$ cat config.mk
export PLATFORM = sky130hd
export DESIGN_NAME = instr_fetch_unit_flat
export DESIGN_NICKNAME = d
export VERILOG_FILES = /design/src/rtl/core_pkg.sv /design/src/rtl/instr_fetch_unit_if.sv /design/src/rtl/pc_next_calc.sv /design/src/rtl/instr_fetch_unit.sv /design/src/flat_wrapper.sv
export SDC_FILE = /design/constraint.sdc
export NUM_CORES = 1
export LEC_CHECK = 0
export BUFFER_PORTS_ARGS = -buffer_cell sky130_fd_sc_hd__clkbuf_2
export CELL_PAD_IN_SITES_DETAIL_PLACEMENT = 1
export CELL_PAD_IN_SITES_GLOBAL_PLACEMENT = 2
export CORE_MARGIN = 10
export CORE_UTILIZATION = 30
export DETAILED_ROUTE_END_ITERATION = 8
export GPL_TIMING_DRIVEN = 0
export PLACE_DENSITY = 0.86
export SKIP_LAST_GASP = 1
export SLEW_MARGIN = 0
export SYNTH_ARGS = -nofsm -noshare
export SYNTH_HDL_FRONTEND = slang
export SYNTH_HIERARCHICAL = 1
export SYNTH_SLANG_ARGS = --single-unit
$ cat constraint.sdc
create_clock -name clk -period 4.1 [get_ports clk]
set_input_delay 0.205 -clock clk [delete_from_list [all_inputs] [get_ports clk]]
set_output_delay 0.205 -clock clk [all_outputs]
set_load 0.005 [all_outputs]
$ cat src/rtl/core_pkg.sv
// Shared definitions for the core front end: instruction encodings, field
// bit positions and the fetch FSM state type.
package core_pkg;

  localparam logic [5:0] OP_RTYPE = 6'd0;
  localparam logic [5:0] OP_LW    = 6'd1;
  localparam logic [5:0] OP_SW    = 6'd2;
  localparam logic [5:0] OP_BEQ   = 6'd3;

  localparam logic [5:0] FN_ADD = 6'd0;
  localparam logic [5:0] FN_SUB = 6'd1;
  localparam logic [5:0] FN_AND = 6'd2;
  localparam logic [5:0] FN_OR  = 6'd3;

  localparam int OPC_MSB = 31;
  localparam int OPC_LSB = 26;
  localparam int RS_MSB  = 25;
  localparam int RS_LSB  = 21;
  localparam int RT_MSB  = 20;
  localparam int RT_LSB  = 16;
  localparam int RD_MSB  = 15;
  localparam int RD_LSB  = 11;
  localparam int FN_MSB  = 5;
  localparam int FN_LSB  = 0;
  localparam int IMM_MSB = 15;
  localparam int IMM_LSB = 0;

  typedef enum logic [1:0] {
    ST_FETCH = 2'd0,
    ST_HOLD  = 2'd1,
    ST_ERROR = 2'd2
  } fetch_state_t;

endpackage

$ cat src/rtl/instr_fetch_unit_if.sv
// Bus bundle of the fetch unit: instruction-memory req/ack port plus the
// decoded-instruction handshake towards the controller / register file.
//   master : fetch unit side (drives req/addr and the decoded fields)
//   slave  : memory + downstream datapath side
interface instr_fetch_unit_if #(
  parameter int ADDR_W = 32
);
  logic              imem_req;
  logic [ADDR_W-1:0] imem_addr;
  logic              imem_ack;
  logic [31:0]       imem_rdata;
  logic              instr_valid;
  logic              instr_ready;
  logic              br_taken;
  logic [5:0]        opcode;
  logic [4:0]        rs;
  logic [4:0]        rt;
  logic [4:0]        rd;
  logic [5:0]        func;
  logic [15:0]       imm;
  logic [ADDR_W-1:0] pc;
  logic              fetch_err;

  modport master (
    output imem_req, imem_addr, instr_valid, opcode, rs, rt, rd, func, imm,
           pc, fetch_err,
    input  imem_ack, imem_rdata, instr_ready, br_taken
  );

  modport slave (
    input  imem_req, imem_addr, instr_valid, opcode, rs, rt, rd, func, imm,
           pc, fetch_err,
    output imem_ack, imem_rdata, instr_ready, br_taken
  );
endinterface

$ cat src/rtl/pc_next_calc.sv
// Next-PC adder: pc + 4, or pc + 4 + (sign-extended imm << 2) on a taken
// branch. Purely combinational; wraps modulo 2^ADDR_W.
// Ports:
//   pc       in   current PC
//   imm      in   16-bit branch offset in words (two's complement)
//   br_taken in   select branch target
//   pc_next  out  next PC
module pc_next_calc #(
  parameter int ADDR_W = 32
) (
  input  logic [ADDR_W-1:0] pc,
  input  logic [15:0]       imm,
  input  logic              br_taken,
  output logic [ADDR_W-1:0] pc_next
);

  logic [ADDR_W-1:0] offset;

  always_comb begin
    offset = '0;
    if (br_taken) begin
      offset = ADDR_W'($signed(imm)) << 2;
    end
    pc_next = pc + ADDR_W'(4) + offset;
  end

endmodule

$ cat src/rtl/instr_fetch_unit.sv
// Fetch front end: owns the PC, fetches one 32-bit word per instruction over
// the imem req/ack port, holds it in IR and presents decoded fields until the
// datapath accepts it. A fetch that goes unacknowledged for TIMEOUT cycles
// raises a sticky fetch_err that only reset clears.
// Ports:
//   clk  in   clock, rising edge
//   rst  in   asynchronous active-high reset
//   bus  master modport: imem_req/addr/ack/rdata, instr_valid/ready,
//        br_taken, opcode/rs/rt/rd/func/imm, pc, fetch_err
//
// state    | meaning
// ST_FETCH | request outstanding at pc, waiting for imem_ack
// ST_HOLD  | IR valid, waiting for downstream instr_ready
// ST_ERROR | fetch timed out; parked until reset
module instr_fetch_unit
  import core_pkg::*;
#(
  parameter int                ADDR_W   = 32,
  parameter logic [ADDR_W-1:0] RESET_PC = '0,
  parameter int                TIMEOUT  = 15
) (
  input logic             clk,
  input logic             rst,
  instr_fetch_unit_if.master bus
);

  localparam logic [ADDR_W-1:0] PC_INIT = RESET_PC & ~ADDR_W'(3);
  localparam int TMR_W = (TIMEOUT > 1) ? $clog2(TIMEOUT) : 1;

  fetch_state_t      state;
  logic [ADDR_W-1:0] pc_q;
  logic [ADDR_W-1:0] pc_next;
  logic [31:0]       ir_q;
  logic [TMR_W-1:0]  timer_q;
  logic              valid_q;
  logic              err_q;
  logic              timeout_hit;

  assign timeout_hit = (TIMEOUT != 0) && (timer_q == TMR_W'(TIMEOUT - 1));

  pc_next_calc #(.ADDR_W(ADDR_W)) u_pc_next (
    .pc       (pc_q),
    .imm      (ir_q[IMM_MSB:IMM_LSB]),
    .br_taken (bus.br_taken),
    .pc_next  (pc_next)
  );

  always_ff @(posedge clk or posedge rst) begin
    if (rst) begin
      state   <= ST_FETCH;
      pc_q    <= PC_INIT;
      ir_q    <= '0;
      timer_q <= '0;
      valid_q <= 1'b0;
      err_q   <= 1'b0;
    end else begin
      case (state)
        ST_FETCH: begin
          // ack takes priority over the timeout threshold in the same cycle
          if (bus.imem_ack) begin
            ir_q    <= bus.imem_rdata;
            timer_q <= '0;
            valid_q <= 1'b1;
            state   <= ST_HOLD;
          end else if (timeout_hit) begin
            err_q <= 1'b1;
            state <= ST_ERROR;
          end else begin
            timer_q <= timer_q + TMR_W'(1);
          end
        end
        ST_HOLD: begin
          if (bus.instr_ready) begin
            pc_q    <= pc_next;
            valid_q <= 1'b0;
            state   <= ST_FETCH;
          end
        end
        ST_ERROR: begin
          state <= ST_ERROR;
        end
        default: begin
          valid_q <= 1'b0;
          state   <= ST_FETCH;
        end
      endcase
    end
  end

  // State already sits at FETCH during reset, so gate with rst to keep the
  // request low until release and high from the very first cycle after.
  assign bus.imem_req    = (state == ST_FETCH) && !rst;
  assign bus.imem_addr   = pc_q;
  assign bus.pc          = pc_q;
  assign bus.instr_valid = valid_q;
  assign bus.fetch_err   = err_q;

  assign bus.opcode = ir_q[OPC_MSB:OPC_LSB];
  assign bus.rs     = ir_q[RS_MSB:RS_LSB];
  assign bus.rt     = ir_q[RT_MSB:RT_LSB];
  assign bus.rd     = ir_q[RD_MSB:RD_LSB];
  assign bus.func   = ir_q[FN_MSB:FN_LSB];
  assign bus.imm    = ir_q[IMM_MSB:IMM_LSB];

endmodule
$ cat src/flat_wrapper.sv
// flat-port wrapper written by rule: the top's interface ports become plain ports
module instr_fetch_unit_flat import core_pkg::*;
#(
  parameter int                ADDR_W   = 32,
  parameter logic [ADDR_W-1:0] RESET_PC = '0,
  parameter int                TIMEOUT  = 15
)
  (clk, rst, bus_imem_req, bus_imem_addr, bus_instr_valid, bus_opcode, bus_rs, bus_rt, bus_rd, bus_func, bus_imm, bus_pc, bus_fetch_err, bus_imem_ack, bus_imem_rdata, bus_instr_ready, bus_br_taken);
  instr_fetch_unit_if #(.ADDR_W(ADDR_W)) bus_i ();
  input logic clk;
  input logic rst;
  output wire logic [$bits(bus_i.imem_req)-1:0] bus_imem_req;
  output wire logic [$bits(bus_i.imem_addr)-1:0] bus_imem_addr;
  output wire logic [$bits(bus_i.instr_valid)-1:0] bus_instr_valid;
  output wire logic [$bits(bus_i.opcode)-1:0] bus_opcode;
  output wire logic [$bits(bus_i.rs)-1:0] bus_rs;
  output wire logic [$bits(bus_i.rt)-1:0] bus_rt;
  output wire logic [$bits(bus_i.rd)-1:0] bus_rd;
  output wire logic [$bits(bus_i.func)-1:0] bus_func;
  output wire logic [$bits(bus_i.imm)-1:0] bus_imm;
  output wire logic [$bits(bus_i.pc)-1:0] bus_pc;
  output wire logic [$bits(bus_i.fetch_err)-1:0] bus_fetch_err;
  input wire logic [$bits(bus_i.imem_ack)-1:0] bus_imem_ack;
  input wire logic [$bits(bus_i.imem_rdata)-1:0] bus_imem_rdata;
  input wire logic [$bits(bus_i.instr_ready)-1:0] bus_instr_ready;
  input wire logic [$bits(bus_i.br_taken)-1:0] bus_br_taken;
  assign bus_imem_req = bus_i.imem_req;
  assign bus_imem_addr = bus_i.imem_addr;
  assign bus_instr_valid = bus_i.instr_valid;
  assign bus_opcode = bus_i.opcode;
  assign bus_rs = bus_i.rs;
  assign bus_rt = bus_i.rt;
  assign bus_rd = bus_i.rd;
  assign bus_func = bus_i.func;
  assign bus_imm = bus_i.imm;
  assign bus_pc = bus_i.pc;
  assign bus_fetch_err = bus_i.fetch_err;
  assign bus_i.imem_ack = bus_imem_ack;
  assign bus_i.imem_rdata = bus_imem_rdata;
  assign bus_i.instr_ready = bus_instr_ready;
  assign bus_i.br_taken = bus_br_taken;
  instr_fetch_unit #(.ADDR_W(ADDR_W), .RESET_PC(RESET_PC), .TIMEOUT(TIMEOUT)) u_core (.clk(clk), .rst(rst), .bus(bus_i));
endmodule
# ---- Word-level counts from Yosys, hierarchy flattened
# Index checks and enable logic that the tools add are counted.
dict set report totals {
  regBits 72
  latchBits 0
  ramBits 0
  romBits 0
  elab_cells 37
  memories 0
}
dict set report classes {
  addsub 3
  mul 0
  div_mod_pow 0
  n_lt_le_gt_ge 0
  n_eq_ne 7
  shifts 0
  muxes 10
  n_bitwise 2
  reduce_logical 9
}
# cell n
set ops {}
lappend ops {{adder 32 x 3 -> 32 bit (second input constant)} 1}
lappend ops {{adder 32 bit} 1}
lappend ops {{2-to-1 mux 32 bit} 1}
lappend ops {{2-to-1 mux 4 bit} 2}
lappend ops {{AND reduction 2 bit} 4}
lappend ops {{2-to-1 mux 2 bit} 3}
lappend ops {{inequality test 2 bit (second input constant)} 3}
lappend ops {{one-hot mux 2 bit (3 select lines)} 1}
lappend ops {{AND reduction 3 bit} 2}
lappend ops {{adder 4 x 1 -> 4 bit (second input constant)} 1}
lappend ops {{== test 4 bit (second input constant)} 1}
lappend ops {{inequality test 3 x 2 -> 1 bit (second input constant)} 1}
lappend ops {{one-hot mux 1 bit (3 select lines)} 1}
lappend ops {{== test 2 x 1 -> 1 bit (second input constant)} 1}
lappend ops {{== test 2 bit (second input constant)} 1}
lappend ops {{logical NOT 2 bit} 1}
lappend ops {{2-to-1 mux 1 bit} 2}
lappend ops {{NOT 1 bit} 2}
lappend ops {{logical AND 1 bit} 1}
lappend ops {{logical NOT 1 bit} 1}

# ---- Longest topological paths before layout
dict set report depth {
  ltp_word 4
  mapped_depth 15
  depth_no_buf 13
}

# ---- Cells and area by module
# The synthesis kept the hierarchy.
# mod n_inst cells_per_inst area_per_inst_um2
set modules_own_cells {}
lappend modules_own_cells {instr_fetch_unit 1 222 3251.9}
lappend modules_own_cells {pc_next_calc 1 280 2072.0}

# ---- Worst setup path after synthesis
# OpenSTA, ideal clock, no wires.
dict set report synth_timing {
  path_type {input-to-reg}
  from {input port bus_br_taken}
  to {register u_core.pc_q[31], in the netlist u_core/bus.imem_addr[31]}
  setup_time_ns 0.125
  arrival_time_ns 2.975
  t_required_ns 3.975
  path_slack_ns 1.000
  stages 14
  n_path_buf 2
  cell_sequence {clkbuf_1 clkbuf_1 and2_1 ha_1 ha_1 fa_1 a21oi_1 nand4b_1 a21oi_2 a31o_4 and4_4 o31ai_4 xnor2_1 mux2_2}
}
dict set report synth_between {
  elab_chain_cells 2
}
# item line_no
set synth_rtl {}
lappend synth_rtl {{start, declared} flat_wrapper.sv:26} ;# input wire logic [$bits(bus_i.br_taken)-1:0] bus_br_taken;
lappend synth_rtl {{2-to-1 mux 32 bit} pc_next_calc.sv:21} ;# if (br_taken) begin
lappend synth_rtl {{adder 32 bit} pc_next_calc.sv:24} ;# pc_next = pc + ADDR_W'(4) + offset;
lappend synth_rtl {{net u_core.pc_next[31]} instr_fetch_unit.sv:32} ;# logic [ADDR_W-1:0] pc_next;
lappend synth_rtl {{end signal, assigned} instr_fetch_unit.sv:74} ;# pc_q <= pc_next;
lappend synth_rtl {{end, declared} instr_fetch_unit.sv:31} ;# logic [ADDR_W-1:0] pc_q;
# The timed path passes the listed nets, and every way through them passes these cells.
# A chain may end at the register's enable or synchronous reset.

# ---- Final worst setup path
dict set report layout_timing {
  from {input port bus_br_taken}
  to {register u_core.pc_q[29], in the netlist u_core/bus.imem_addr[29]}
}
# The elaborated chain is that of the path after synthesis.

==> qor.csv <==
metric,value,unit
status,completed,
cts_inserted_buffers,9,
min_path_type,in -> reg,
grt_max_degree,48,
syn_avg_cell_area,10.61,sq um
grt_use_met3,0.04153,
antenna_found_initial,0,
syn_area,5324,sq um
row_count,48,
yosysUniqueCellTypes,54,
skew,0.007565,ns
maxSlewViolCount,0,
fin_nets,744,
place_hpwl,12430,um
synthFlopType,dfrtp_1,
ys_warn_count,6,
grt_pass1_vias,4906,
synth-edff-count,0,
min_from,bus_imem_rdata[22],
nFillCells,1983,
syn_to_final_growth,24.89,%
slew_headroom,0.4935,
first_pass_iters,4,
finalSetupTns,0,ns
fin_util,0.3831,
hold_viol_final,0,
power.density,763.2,nW/um^2
diodes,0,
grt_pass1_wl,25680,um
start_kind,primary input,
grt_use_met2,0.2302,
drc,0,
cts_buffer_depth,2,
startpoint,bus_br_taken,
dieArea,23470,sq um
cp.arrival,3.95,ns
wl_per_cell,17.20,um
num_vias,4277,
cp_max_fo,10,
gp_congestion,0.8578,
core_area,17360,sq um
tightest_slew,0.7598,ns
clock.fmax,268.0,MHz
clock_latency,0.34,ns
cts_sinks,72,
final_antenna_net_count,0,
initialDrtViolationCount,156,
setup_viol,0,
yosysSeqAreaShare,0.3384,
drive_gt1_frac,0.4565,
via_per_inst,4.800,
layout_min_cycle_time,3.732,ns
end_kind,register,
ys_seq_elements,72,
overflow,0,
synthArstFlopShare,1.000,
grt.busiest_layer,met2,
p_leak,3.429,nW
cts_resized,0,
r2r-start,u_core/ir_q[15],
io_pins,147,
die_x,153.2,um
hold_slack,0.09076,ns
cts_tree,yes,
cts_htree_levels,3,
grtUsageTotal,0.1312,
start_util,0.3067,
period_share,0.9102,
cap_violations,0,
ir_drop,0.0002629,V
path_clk_slew,0.06,ns
syn-num-nets,585,
drt_wl_total,15320,um
worst-setup-path-type,in -> reg,
portBuffers,146,
critPathRequiredTime,4.32,ns
use_met1,0.1505,
synthCells,502,
cts-root-buf,clkbuf_16,
fp.dieH,153.2,um
rsz0062_at_grt,no,
report_power, final:
group	leakage, nW	switching [mW]	total [mW]	internal (mW)
registers	0.863	0.302	1.28	0.974
clock network	0.133	0.315	0.727	0.411
logic	2.43	1.50	3.07	1.57
total	3.43	2.12	5.07	2.96
stage by stage:
stage	cell area [sq um]	power (mW)	std cells	worst slack (ns)
after floorplan	5324	3.369	502	0.9998
after global placement	6336	4.284	873	-0.04268
after detailed placement	6366	4.405	874	-0.1033
after CTS	6649	5.180	891	0.2565
after global routing	6649	5.583	891	0.05175
final	6649	5.075	891	0.3683
synth_stat cells, types with 3 or more instances:
| master | instances | share of area |
|---|---|---|
| dfrtp_1 | 72 | 0.34 |
| buf_4 | 46 | 0.065 |
| ha_1 | 45 | 0.11 |
| mux2_2 | 35 | 0.074 |
| a21oi_1 | 31 | 0.029 |
| mux2_4 | 29 | 0.082 |
| xnor2_1 | 29 | 0.048 |
| nand2_1 | 22 | 0.016 |
| nor2_1 | 19 | 0.013 |
| o21ai_0 | 18 | 0.017 |
| and2_1 | 16 | 0.019 |
| a21o_1 | 14 | 0.020 |
| and3_1 | 13 | 0.015 |
| xor2_1 | 11 | 0.018 |
| clkbuf_1 | 9 | 0.0063 |
| inv_1 | 9 | 0.0063 |
| nand4_1 | 8 | 0.0094 |
| buf_6 | 6 | 0.013 |
| a21oi_2 | 5 | 0.0082 |
| buf_2 | 5 | 0.0047 |
| a211oi_1 | 4 | 0.0056 |
| a31oi_1 | 4 | 0.0047 |
| nand3_1 | 4 | 0.0038 |
| nor3_1 | 4 | 0.0038 |
| a41oi_1 | 3 | 0.0049 |
| nand2b_1 | 3 | 0.0035 |
| o21bai_1 | 3 | 0.0042 |
| o31ai_1 | 3 | 0.0042 |
cells by family (layout without fill, tap and decap cells):
family | Yosys count | in the layout | share of synthesized area
buffers and inverters | 77 | 241 | 0.09753
XOR/XNOR | 40 | 40 | 0.06580
flip-flops | 72 | 72 | 0.3384
adder cells (fa/ha/maj) | 46 | 46 | 0.1095
AO/OA/AOI/OAI | 101 | 101 | 0.1286
multiplexers | 64 | 64 | 0.1558
AND/OR/NAND/NOR | 102 | 102 | 0.1044
per-layer routing:
| layer | up-vias | wire [um] |
|---|---|---|
| met1 | 2106 | 6561 |
| met2 | 94 | 7753 |
| met4 | 0 | 155 |
| li1 | 2066 | - |
| met5 | - | 0 |
| met3 | 11 | 853 |
worst paths after layout:
| path | endpoint | slack [ns] | cells past startpoint |
|---|---|---|---|
| max in group asynchronous | u_core/bus.imem_addr[2] | 3.12 | 4 |
| max reg2reg | u_core/bus.imem_addr[30] | 0.46 | 12 |
| min | u_core/ir_q[22] | 0.09 | 2 |
| max | u_core/bus.imem_addr[29] | 0.37 | 15 |
| min in group asynchronous | u_core/state[0] | 0.41 | 3 |
| min reg2reg | u_core/bus.fetch_err | 0.49 | 1 |
worst max-delay path: stages:
cell,delay (ns)
clkbuf_2,0.09
clkbuf_1,0.37
clkbuf_1,0.45
and2_1,0.21
ha_1,0.23
ha_1,0.25
fa_1,0.41
a21oi_1,0.21
nand4b_1,0.19
a21oi_2,0.11
o21ai_0,0.24
o211ai_2,0.26
a41oi_1,0.35
xnor2_1,0.11
mux2_2,0.26
flip-flops by register name, indices dropped and copies added, names as in the netlist:
signal / count
u_core/bus.imem_addr: 32
u_core/ir_q: 32
u_core/timer_q: 4
u_core/state: 2
u_core/bus.fetch_err: 1
u_core/bus.instr_valid: 1
placed cells by master (no fill, tap or decap), drive strengths merged, types with 5 or more instances in the layout:
master  netlist  layout
buf          58      59
dfrtp        72      72
o21ai        21      21
a21oi        36      36
a21o         15      15
mux2         64      64
nand4         8       8
nand2        22      22
xnor2        29      29
and3         15      15
xor2         11      11
clkbuf        9     165
nand3         5       5
ha           45      45
inv           9      10
nor2         20      20
and2         17      17
area by class of cell:
| cell class | instances | area (sq um) | share of cell area |
|---|---|---|---|
| Sequential cell | 72 | 1802 | 0.2710 |
| Timing Repair Buffer | 148 | 768.2 | 0.1155 |
| Inverter | 9 | 36.28 | 0.005457 |
| Buffer | 68 | 485.5 | 0.07301 |
| Clock inverter | 6 | 43.79 | 0.006586 |
| Tap cell | 225 | 281.5 | 0.04234 |
| Clock buffer | 10 | 229.0 | 0.03444 |
| Multi-Input combinational cell | 353 | 3003 | 0.4516 |
what timing repair did:
action                     CTS  global route
hold endpoints to repair    25             0
setup buffers                0             0
setup endpoints to repair    0             0
hold buffers                 1             0
Power figures use the tool's default switching activity.
